### config.mk
export PLATFORM = sky130hd
export DESIGN_NAME = line_buffer_ctrl
export DESIGN_NICKNAME = d
export VERILOG_FILES = /design/src/rtl/line_buffer_pkg.sv /design/src/rtl/window_mux.sv /design/src/rtl/line_buffer_ctrl.sv
export SDC_FILE = /design/constraint.sdc
export NUM_CORES = 1
export LEC_CHECK = 0
export ABC_CLOCK_PERIOD_IN_PS = 6600
export CAP_MARGIN = 20
export CELL_PAD_IN_SITES_DETAIL_PLACEMENT = 1
export CELL_PAD_IN_SITES_GLOBAL_PLACEMENT = 1
export CORE_MARGIN = 2
export CORE_UTILIZATION = 53
export DETAILED_ROUTE_END_ITERATION = 10
export DONT_BUFFER_PORTS = 1
export GPL_TIMING_DRIVEN = 0
export PLACE_DENSITY_LB_ADDON = 0.1
export SLEW_MARGIN = 20
export SYNTH_ARGS = -nofsm -noshare
export SYNTH_HDL_FRONTEND = slang
export SYNTH_SLANG_ARGS = --single-unit
### constraint.sdc
create_clock -name i_clk -period 6.6 [get_ports i_clk]
set_input_delay 0.66 -clock i_clk [delete_from_list [all_inputs] [get_ports i_clk]]
set_output_delay 0.66 -clock i_clk [all_outputs]
set_load 0.02 [all_outputs]
### src/rtl/line_buffer_pkg.sv
// line_buffer_pkg: shared widths, buffer-index type and read FSM states for line_buffer_ctrl.
package line_buffer_pkg;
   localparam int PIX_W    = 8;
   localparam int WIN_W    = 9 * PIX_W;
   localparam int NUM_BUFS = 4;
   typedef enum logic [0:0] {IDLE = 1'b0, READ = 1'b1} rd_state_t;
   typedef logic [1:0] buf_idx_t;
   function automatic logic [3:0] buf_onehot(buf_idx_t i);
      return 4'b0001 << i;
   endfunction
endpackage

### src/rtl/window_mux.sv
// window_mux: picks the three 24-bit tap groups starting at rd_sel; oldest line lands in the MSBs.
module window_mux
   import line_buffer_pkg::*;
#(
   parameter int NUM_BUFS = 4,
   parameter int PIX_W    = 8
) (
   input  buf_idx_t                     i_rd_sel,
   input  logic [NUM_BUFS*3*PIX_W-1:0]  i_lb_data,
   output logic [9*PIX_W-1:0]           o_win
);
   logic [3*PIX_W-1:0] taps [NUM_BUFS];
   buf_idx_t           sel_1;
   buf_idx_t           sel_2;
   for (genvar k = 0; k < NUM_BUFS; k++) begin : g_tap
      assign taps[k] = i_lb_data[k*3*PIX_W +: 3*PIX_W];
   end
   always_comb begin
      sel_1 = i_rd_sel + 2'd1;
      sel_2 = i_rd_sel + 2'd2;
      o_win = {taps[i_rd_sel], taps[sel_1], taps[sel_2]};
   end
endmodule

### src/rtl/line_buffer_ctrl.sv
// line_buffer_ctrl: round-robin writes of raster lines into four line buffers and 3x3 window streaming.
// Define LINE_BUFFER_CTRL_FRAME_DONE_EN to add IMG_HEIGHT and the o_frame_done pulse.
module line_buffer_ctrl
   import line_buffer_pkg::*;
#(
   parameter int LINE_WIDTH = 512,
   parameter int NUM_BUFS   = 4,
   parameter int PIX_W      = 8
`ifdef LINE_BUFFER_CTRL_FRAME_DONE_EN
   ,
   parameter int IMG_HEIGHT = 512
`endif
) (
   input  logic                        i_clk,
   input  logic                        i_rst,
   input  logic [PIX_W-1:0]            i_pixel_data,
   input  logic                        i_pixel_data_valid,
   output logic [PIX_W-1:0]            o_lb_data,
   output logic [NUM_BUFS-1:0]         o_lb_wr_valid,
   output logic [NUM_BUFS-1:0]         o_lb_rd_en,
   input  logic [NUM_BUFS*3*PIX_W-1:0] i_lb_data,
   output logic [9*PIX_W-1:0]          o_window,
   output logic                        o_window_valid,
   output logic                        o_intr,
   output logic                        o_overflow
`ifdef LINE_BUFFER_CTRL_FRAME_DONE_EN
   ,
   output logic                        o_frame_done
`endif
);
   localparam int CW = $clog2(LINE_WIDTH);
   localparam int FW = $clog2(NUM_BUFS * LINE_WIDTH) + 1;
   localparam logic [FW-1:0] FILL_FULL  = FW'(NUM_BUFS * LINE_WIDTH);
   localparam logic [FW-1:0] FILL_START = FW'(3 * LINE_WIDTH);
   localparam logic [CW-1:0] PIX_LAST   = CW'(LINE_WIDTH - 1);

   rd_state_t            state_q, state_d;
   logic [CW-1:0]        wr_pix_cnt_q, wr_pix_cnt_d;
   logic [CW-1:0]        rd_pix_cnt_q, rd_pix_cnt_d;
   buf_idx_t             wr_sel_q, wr_sel_d;
   buf_idx_t             rd_sel_q, rd_sel_d;
   logic [FW-1:0]        fill_cnt_q, fill_cnt_d;
   logic [9*PIX_W-1:0]   window_q, window_d;
   logic                 window_valid_q, window_valid_d;
   logic                 intr_q, intr_d;
   logic                 overflow_q, overflow_d;
   logic [9*PIX_W-1:0]   win_sel;
   logic                 full;
   logic                 wr_ok;
   logic                 rd_act;
   logic                 line_end;

   window_mux #(
      .NUM_BUFS (NUM_BUFS),
      .PIX_W    (PIX_W)
   ) u_window_mux (
      .i_rd_sel  (rd_sel_q),
      .i_lb_data (i_lb_data),
      .o_win     (win_sel)
   );

   always_comb begin
      full           = fill_cnt_q == FILL_FULL;
      wr_ok          = i_pixel_data_valid && !full;
      rd_act         = state_q == READ;
      line_end       = rd_act && rd_pix_cnt_q == PIX_LAST;
      wr_pix_cnt_d   = wr_pix_cnt_q + CW'(wr_ok);
      wr_sel_d       = (wr_ok && wr_pix_cnt_q == PIX_LAST) ? wr_sel_q + 2'd1 : wr_sel_q;
      // a write and a read in the same cycle cancel out
      fill_cnt_d     = fill_cnt_q + FW'(wr_ok) - FW'(rd_act);
      state_d        = rd_act ? (line_end ? IDLE : READ) : (fill_cnt_q >= FILL_START ? READ : IDLE);
      rd_pix_cnt_d   = rd_act ? rd_pix_cnt_q + CW'(1) : '0;
      rd_sel_d       = line_end ? rd_sel_q + 2'd1 : rd_sel_q;
      intr_d         = line_end;
      overflow_d     = overflow_q || (i_pixel_data_valid && full);
      window_d       = rd_act ? win_sel : window_q;
      window_valid_d = rd_act;
   end

   always_ff @(posedge i_clk) begin
      if (i_rst) begin
         state_q        <= IDLE;
         wr_pix_cnt_q   <= '0;
         rd_pix_cnt_q   <= '0;
         wr_sel_q       <= '0;
         rd_sel_q       <= '0;
         fill_cnt_q     <= '0;
         window_q       <= '0;
         window_valid_q <= 1'b0;
         intr_q         <= 1'b0;
         overflow_q     <= 1'b0;
      end else begin
         state_q        <= state_d;
         wr_pix_cnt_q   <= wr_pix_cnt_d;
         rd_pix_cnt_q   <= rd_pix_cnt_d;
         wr_sel_q       <= wr_sel_d;
         rd_sel_q       <= rd_sel_d;
         fill_cnt_q     <= fill_cnt_d;
         window_q       <= window_d;
         window_valid_q <= window_valid_d;
         intr_q         <= intr_d;
         overflow_q     <= overflow_d;
      end
   end

   // the buffer at rd_sel+3 is the only one not being read
   assign o_lb_data      = i_pixel_data;
   assign o_lb_wr_valid  = wr_ok ? NUM_BUFS'(buf_onehot(wr_sel_q)) : '0;
   assign o_lb_rd_en     = rd_act ? NUM_BUFS'(~buf_onehot(rd_sel_q + 2'd3)) : '0;
   assign o_window       = window_q;
   assign o_window_valid = window_valid_q;
   assign o_intr         = intr_q;
   assign o_overflow     = overflow_q;

`ifdef LINE_BUFFER_CTRL_FRAME_DONE_EN
   localparam int LCW = (IMG_HEIGHT > 2) ? $clog2(IMG_HEIGHT) : 1;
   logic [LCW-1:0] line_cnt_q, line_cnt_d;
   logic           frame_done_q, frame_done_d;
   logic           frame_hit;
   always_comb begin
      frame_hit    = line_end && line_cnt_q == LCW'(IMG_HEIGHT - 3);
      frame_done_d = frame_hit;
      line_cnt_d   = frame_hit ? '0 : (line_end ? line_cnt_q + LCW'(1) : line_cnt_q);
   end
   always_ff @(posedge i_clk) begin
      if (i_rst) begin
         line_cnt_q   <= '0;
         frame_done_q <= 1'b0;
      end else begin
         line_cnt_q   <= line_cnt_d;
         frame_done_q <= frame_done_d;
      end
   end
   assign o_frame_done = frame_done_q;
`endif
endmodule
# [After elaboration in Yosys (flattened, before gate mapping)]
# Index checks and enable logic that the tools add are counted.
[totals] regBits=110 wordCells=53
[op_classes] addsub=8 order_cmp=4 n_eq_ne=3 n_shift=2 muxes=14 n_bitwise=5 n_reduce_logical=7
[ops] op="$bmux W24 S2" n=3
[ops] op="$mux W24" n=6
[ops] op="$eq A9 B9 Y1 const B" n=2
[ops] op="$add A12 B1 Y12" n=1
[ops] op="$eq A12 B12 Y1 const B" n=1
[ops] op="$ge A12 B11 Y1 const B" n=1
[ops] op="$sub A12 B1 Y12" n=1
[ops] op="$add A9 B1 Y9" n=1
[ops] op="$add A9 B1 Y9 const B" n=1
[ops] op="$ge A3 B3 Y1 const B" n=3
[ops] op="$not A2 Y3" n=3
[ops] op="$mux W4" n=2
[ops] op="$shl A1 B2 Y4 const A" n=2
[ops] op="$add A2 B1 Y2 const B" n=2
[ops] op="$add A2 B2 Y2 const B" n=2
[ops] op="$logic_and A1 B1 Y1" n=4
[ops] op="$not A4 Y4" n=1
[ops] op="$mux W1" n=3
[ops] op="$reduce_or A2 Y1" n=1
[ops] op="$logic_not A1 Y1" n=1
[ops] op="$logic_or A1 B1 Y1" n=1
[ops] op="$not A1 Y1" n=1

# [Longest topological paths before layout]
[logic_depth] word_depth=5 mapped_depth=14 depth_no_buf=14

# [Modules after synthesis]
# A second synthesis with hierarchy kept.
[unflattened] cells_unflattened=565 area_unflattened_um2=6483.7
[by_module_without_submodules] module="line_buffer_ctrl" n_inst=1 cells_per_inst=477 area_each_um2=4700.8 seq_area_each_um2=2202.1
[by_module_without_submodules] module="window_mux" n_inst=1 cells_per_inst=88 area_each_um2=1783.0 seq_area_each_um2=0.0

# [Worst setup path before layout]
# No wires, ideal clock.
[synth_timing] kind="flip-flop to flip-flop" start="reg fill_cnt_q[4]" end="reg fill_cnt_q[10]" setup_time_ps=128 arrival_time_ps=2907 required_ps=6472 path_slack_ps=3566 path_stages_with_launch=15 path_buffers=0 cell_sequence="dfxtp_1 inv_1 ha_1 and4bb_1 a41oi_2 inv_1 ha_1 inv_1 ha_1 fa_1 a211o_1 a31oi_1 o221ai_1 xnor2_1 nor2_1"
[synth_between] elab_chain_len=5
[synth_rtl] item="start, declared" line_no="line_buffer_ctrl.sv:42" source="logic [FW-1:0] fill_cnt_q, fill_cnt_d;"
[synth_rtl] item="start signal, assigned" line_no="line_buffer_ctrl.sv:98" source="fill_cnt_q <= fill_cnt_d;"
[synth_rtl] item="$eq A12 B12 Y1" line_no="line_buffer_ctrl.sv:63" source="full = fill_cnt_q == FILL_FULL;"
[synth_rtl] item="$logic_not A1 Y1" line_no="line_buffer_ctrl.sv:64" source="wr_ok = i_pixel_data_valid && !full;"
[synth_rtl] item="$logic_and A1 B1 Y1" line_no="line_buffer_ctrl.sv:64"
[synth_rtl] item="$add A12 B1 Y12 (*)" line_no="line_buffer_ctrl.sv:70" source="fill_cnt_d = fill_cnt_q + FW'(wr_ok) - FW'(rd_act);"
[synth_rtl] item="$sub A12 B1 Y12 (*)" line_no="line_buffer_ctrl.sv:70"
# Every way passes the cells marked *; elsewhere a longest branch is shown, timed or not.
# A chain may end at the register's enable or synchronous reset.

# [Final worst setup path]
# Same ends and word-level chain as after synthesis.

==> flow_metrics.env <==
export IMPL_nets=712
export IMPL_route_detailed_wl_per_inst_um=24.8
export IMPL_sequential_element_share_of_the_synthesized_area=0.342
export IMPL_cts_path_max_buffers=2
export IMPL_number_of_enable_type_register_cells_in_the_synthesized_netlist=0
export IMPL_initial_utilization=0.539
export IMPL_postLayoutSetupSlackWorst_ns=2.97
export IMPL_worst_setup_slack_post_dpl_ns=3.03
export IMPL_maxClockFrequency_mhz=276
export IMPL_fp_dieH_um=114
export IMPL_relative_contribution_of_the_clock_network_to_total_power=0.242
export IMPL_slowest_stage_delay_on_critical_path_ns=0.44
export IMPL_cap_violations=0
export IMPL_maxSlewHeadroom=0.491
export IMPL_diodes_inserted=0
export IMPL_wl_um=18000
export IMPL_grt_start_max_net_pins=18
export IMPL_cts_sink_count=110
export IMPL_share_of_layout_cells_above_drive_strength_1=0.216
export IMPL_internal_power_mw=1.54
export IMPL_ant_nets=0
export IMPL_power_density_mw_per_mm2=355
export IMPL_min_path_type="in2reg"
export IMPL_io_buffers=0
export IMPL_post_route_period_util=0.550
export IMPL_power_leakage_nw=2.58
export IMPL_ys_types=44
export IMPL_worst_slew_pin_transition_ns=0.763
export IMPL_final_period_minus_worst_setup_slack_ns=3.63
export IMPL_grt_overflow_total=0
export IMPL_grt_pass1_wl_um=27900
export IMPL_total_switching_power_mw=0.926
export IMPL_ys_dominant_reg_cell="sky130_fd_sc_hd__dfxtp_1"
export IMPL_via_count_of_the_first_global_routing_pass=5164
export IMPL_share_comb_of_total_power=0.366
export IMPL_place_congestion=0.840
export IMPL_timing_final_max_slew_violations=0
export IMPL_criticalPathCategory="reg2reg"
export IMPL_setup_worst_path_start_class="register"
export IMPL_drt_pass1_iterations=4
export IMPL_synth_top_family_by_area="multiplexers"
export IMPL_grt_setup_unrepaired="false"
export IMPL_p_seq_frac=0.391
export IMPL_setup_viol=0
export IMPL_hpwlAfterDp_um=13400
export IMPL_synthCells=562
export IMPL_layout_common_cells="sky130_fd_sc_hd__dfxtp_1, sky130_fd_sc_hd__nor2_1, sky130_fd_sc_hd__mux2i_1"
export IMPL_area_growth_syn_to_layout_pct=7.88
export IMPL_ys_seq_elements=110
export IMPL_floorplan_die_width_um=114
export IMPL_postCtsResizedCells=0
export IMPL_most_common_cell_after_layout_fill_and_taps_aside="sky130_fd_sc_hd__dfxtp_1"
export IMPL_floorplan_io_pins=198
export IMPL_run_status="completed"
export IMPL_synth_warning_count=0
export IMPL_detailroute_via_count=4629
export IMPL_numCtsBuffers=9
export IMPL_cpMaxStageDelayCell="sky130_fd_sc_hd__fa_1"
export IMPL_finalHoldWorstSlack_ns=0.454
export IMPL_switching_share=0.375
export IMPL_cts_max_level=3
export IMPL_synth_nets=701
export IMPL_timing_hold_violations_final=0
export IMPL_utilization=0.581
export IMPL_post_cts_hold_buffer_count=0
export IMPL_async_flop_share=0
export IMPL_crit_chain="inv_1 > ha_1 > and4bb_1 > a41oi_2 > inv_1 > ha_1 > inv_1 > ha_1 > fa_1 > a211o_1 > a31oi_1 > o221ai_1 > xnor2_1 > nor2_1"
export IMPL_grt_total_usage=0.284
export IMPL_synth_simple_area_share=0.107
export IMPL_synth_compound_area_share=0.0408
export IMPL_power_total_mw=2.47
export IMPL_cts_clk_slew_worst_paths_ns=0.07
export IMPL_worst_ep_required_time_ns=6.83
export IMPL_cts_tree="yes"
export IMPL_syn_cell_area_sq_mm=0.00645
export IMPL_post_synth_xor_area_fraction=0.0285
export IMPL_worst_skew_pair_late_latency_ns=0.36
export IMPL_synth_avg_cell_area_sq_um=11.5
export IMPL_critical_path_arrival_ns=3.86
export IMPL_detailedRoute_firstIterationViolations=195
export IMPL_vdd_ir_drop_worst_mv=0.174
export IMPL_finClkSkew_ns=0.00807
export IMPL_antenna_found_initial=0
export IMPL_finalSetupTns_ns=0
export IMPL_post_cts_setup_buffers=0
export IMPL_dieArea_sq_mm=0.0131
export IMPL_worstPathMaxFanout=7
export IMPL_drt_drc_violations_left=0
export IMPL_placementRows=40
export IMPL_routed_via_density=6.38
export IMPL_synth_mux_area_fraction=0.367
export IMPL_setup_worst_path_end_class="register"
export IMPL_synth_adder_area_share=0.0633
export IMPL_placeableCoreArea_sq_mm=0.0120
export IMPL_cts_root_buf="sky130_fd_sc_hd__clkbuf_16"
## cell usage after synthesis, types with 3 or more instances
library cell | number | area, sq um
sky130_fd_sc_hd__nor2_1 | 101 | 379
sky130_fd_sc_hd__o31ai_1 | 3 | 22.5
sky130_fd_sc_hd__ha_1 | 31 | 388
sky130_fd_sc_hd__nor2b_1 | 9 | 56.3
sky130_fd_sc_hd__xnor2_1 | 11 | 96.3
sky130_fd_sc_hd__o21ai_0 | 3 | 15.0
sky130_fd_sc_hd__nand2b_1 | 3 | 18.8
sky130_fd_sc_hd__clkbuf_1 | 14 | 52.6
sky130_fd_sc_hd__dfxtp_1 | 110 | 2200
sky130_fd_sc_hd__nand3_1 | 8 | 40.0
sky130_fd_sc_hd__mux2i_1 | 73 | 731
sky130_fd_sc_hd__nand2_1 | 7 | 26.3
sky130_fd_sc_hd__mux4_2 | 72 | 1620
sky130_fd_sc_hd__buf_2 | 13 | 65.1
sky130_fd_sc_hd__buf_4 | 16 | 120
sky130_fd_sc_hd__buf_1 | 3 | 11.3
sky130_fd_sc_hd__and3_1 | 6 | 37.5
sky130_fd_sc_hd__inv_1 | 23 | 86.3
sky130_fd_sc_hd__and2_1 | 7 | 43.8
sky130_fd_sc_hd__xor2_1 | 10 | 87.6
sky130_fd_sc_hd__a21oi_1 | 8 | 40.0
sky130_fd_sc_hd__a211o_1 | 3 | 26.3
## power by group through the flow
stage	sequential, mW	clock, mW	combinational (mW)
2_1_floorplan	0.943	0	0.729
3_3_place_gp	0.975	0	0.850
3_5_place_dp	0.978	0	0.891
4_1_cts	0.966	0.606	0.911
5_1_grt	0.976	0.635	1.00
6_report	0.965	0.598	0.903
## path summary, 6_finish.rpt
path / start / end / slack [ns] / cells after the start
max: fill_cnt_q[4] / fill_cnt_q[10] / 2.97 / 14
min: i_pixel_data_valid / o_overflow / 0.45 / 2
max reg2reg: fill_cnt_q[4] / fill_cnt_q[10] / 2.97 / 14
min reg2reg: rd_pix_cnt_q[0] / rd_pix_cnt_q[0] / 0.46 / 1
## per-layer routing
metal  part of all wire  track usage  routed length [um]  vias up
met5                  0            0                   0        -
met2               0.53        0.505                9540      195
met1               0.36        0.311                6550     2343
met3              0.078       0.0831                1400       34
met4              0.028        0.133                 510        0
li1                   -            -                   -     2057
## worst max-delay path: cells and delay by family, from the launching register on
family | cells | cell delay [ns]
xor gates and xnor gates | 1 | 0.18
DFF | 1 | 0.34
buffers and inverters | 3 | 0.22
and+or+nand+nor | 2 | 0.30
adders and majority gates | 4 | 1.16
AOI/OAI and AO/OA | 4 | 1.30
## registers in the layout, summed over array words and instances, names as in the netlist
name / flops
wr_pix_cnt_q: 9
o_window_valid: 1
o_intr: 1
rd_sel_q: 2
o_overflow: 1
rd_pix_cnt_q: 9
rd_act: 1
wr_sel_q: 2
fill_cnt_q: 12
o_window: 72
## per-stage QoR
step,std cells,instance area (sq um)
3_3_place_gp,709,6630
3_5_place_dp,709,6630
6_report,725,6950
4_1_cts,725,6950
5_1_grt,725,6950
2_1_floorplan,562,6450
## area by class of cell
class,instances,area (sq um)
Inverter,23,86.3
Buffer,46,249
Tap cell,147,184
Clock inverter,5,81.3
Clock buffer,11,243
Multi-Input combinational cell,383,3910
Sequential cell,110,2200
Fill cell,1270,5010
## cells by family (layout without fill, tap and decap cells)
group	Yosys count	after routing
muxes	146	146
DFF	110	110
buffers and inverters	69	85
adders and majority gates	32	32
AOI/OAI and AO/OA	33	33
and+or+nand+nor	151	151
xor gates and xnor gates	21	21
Note: power is estimated with default switching activity, not from simulation.
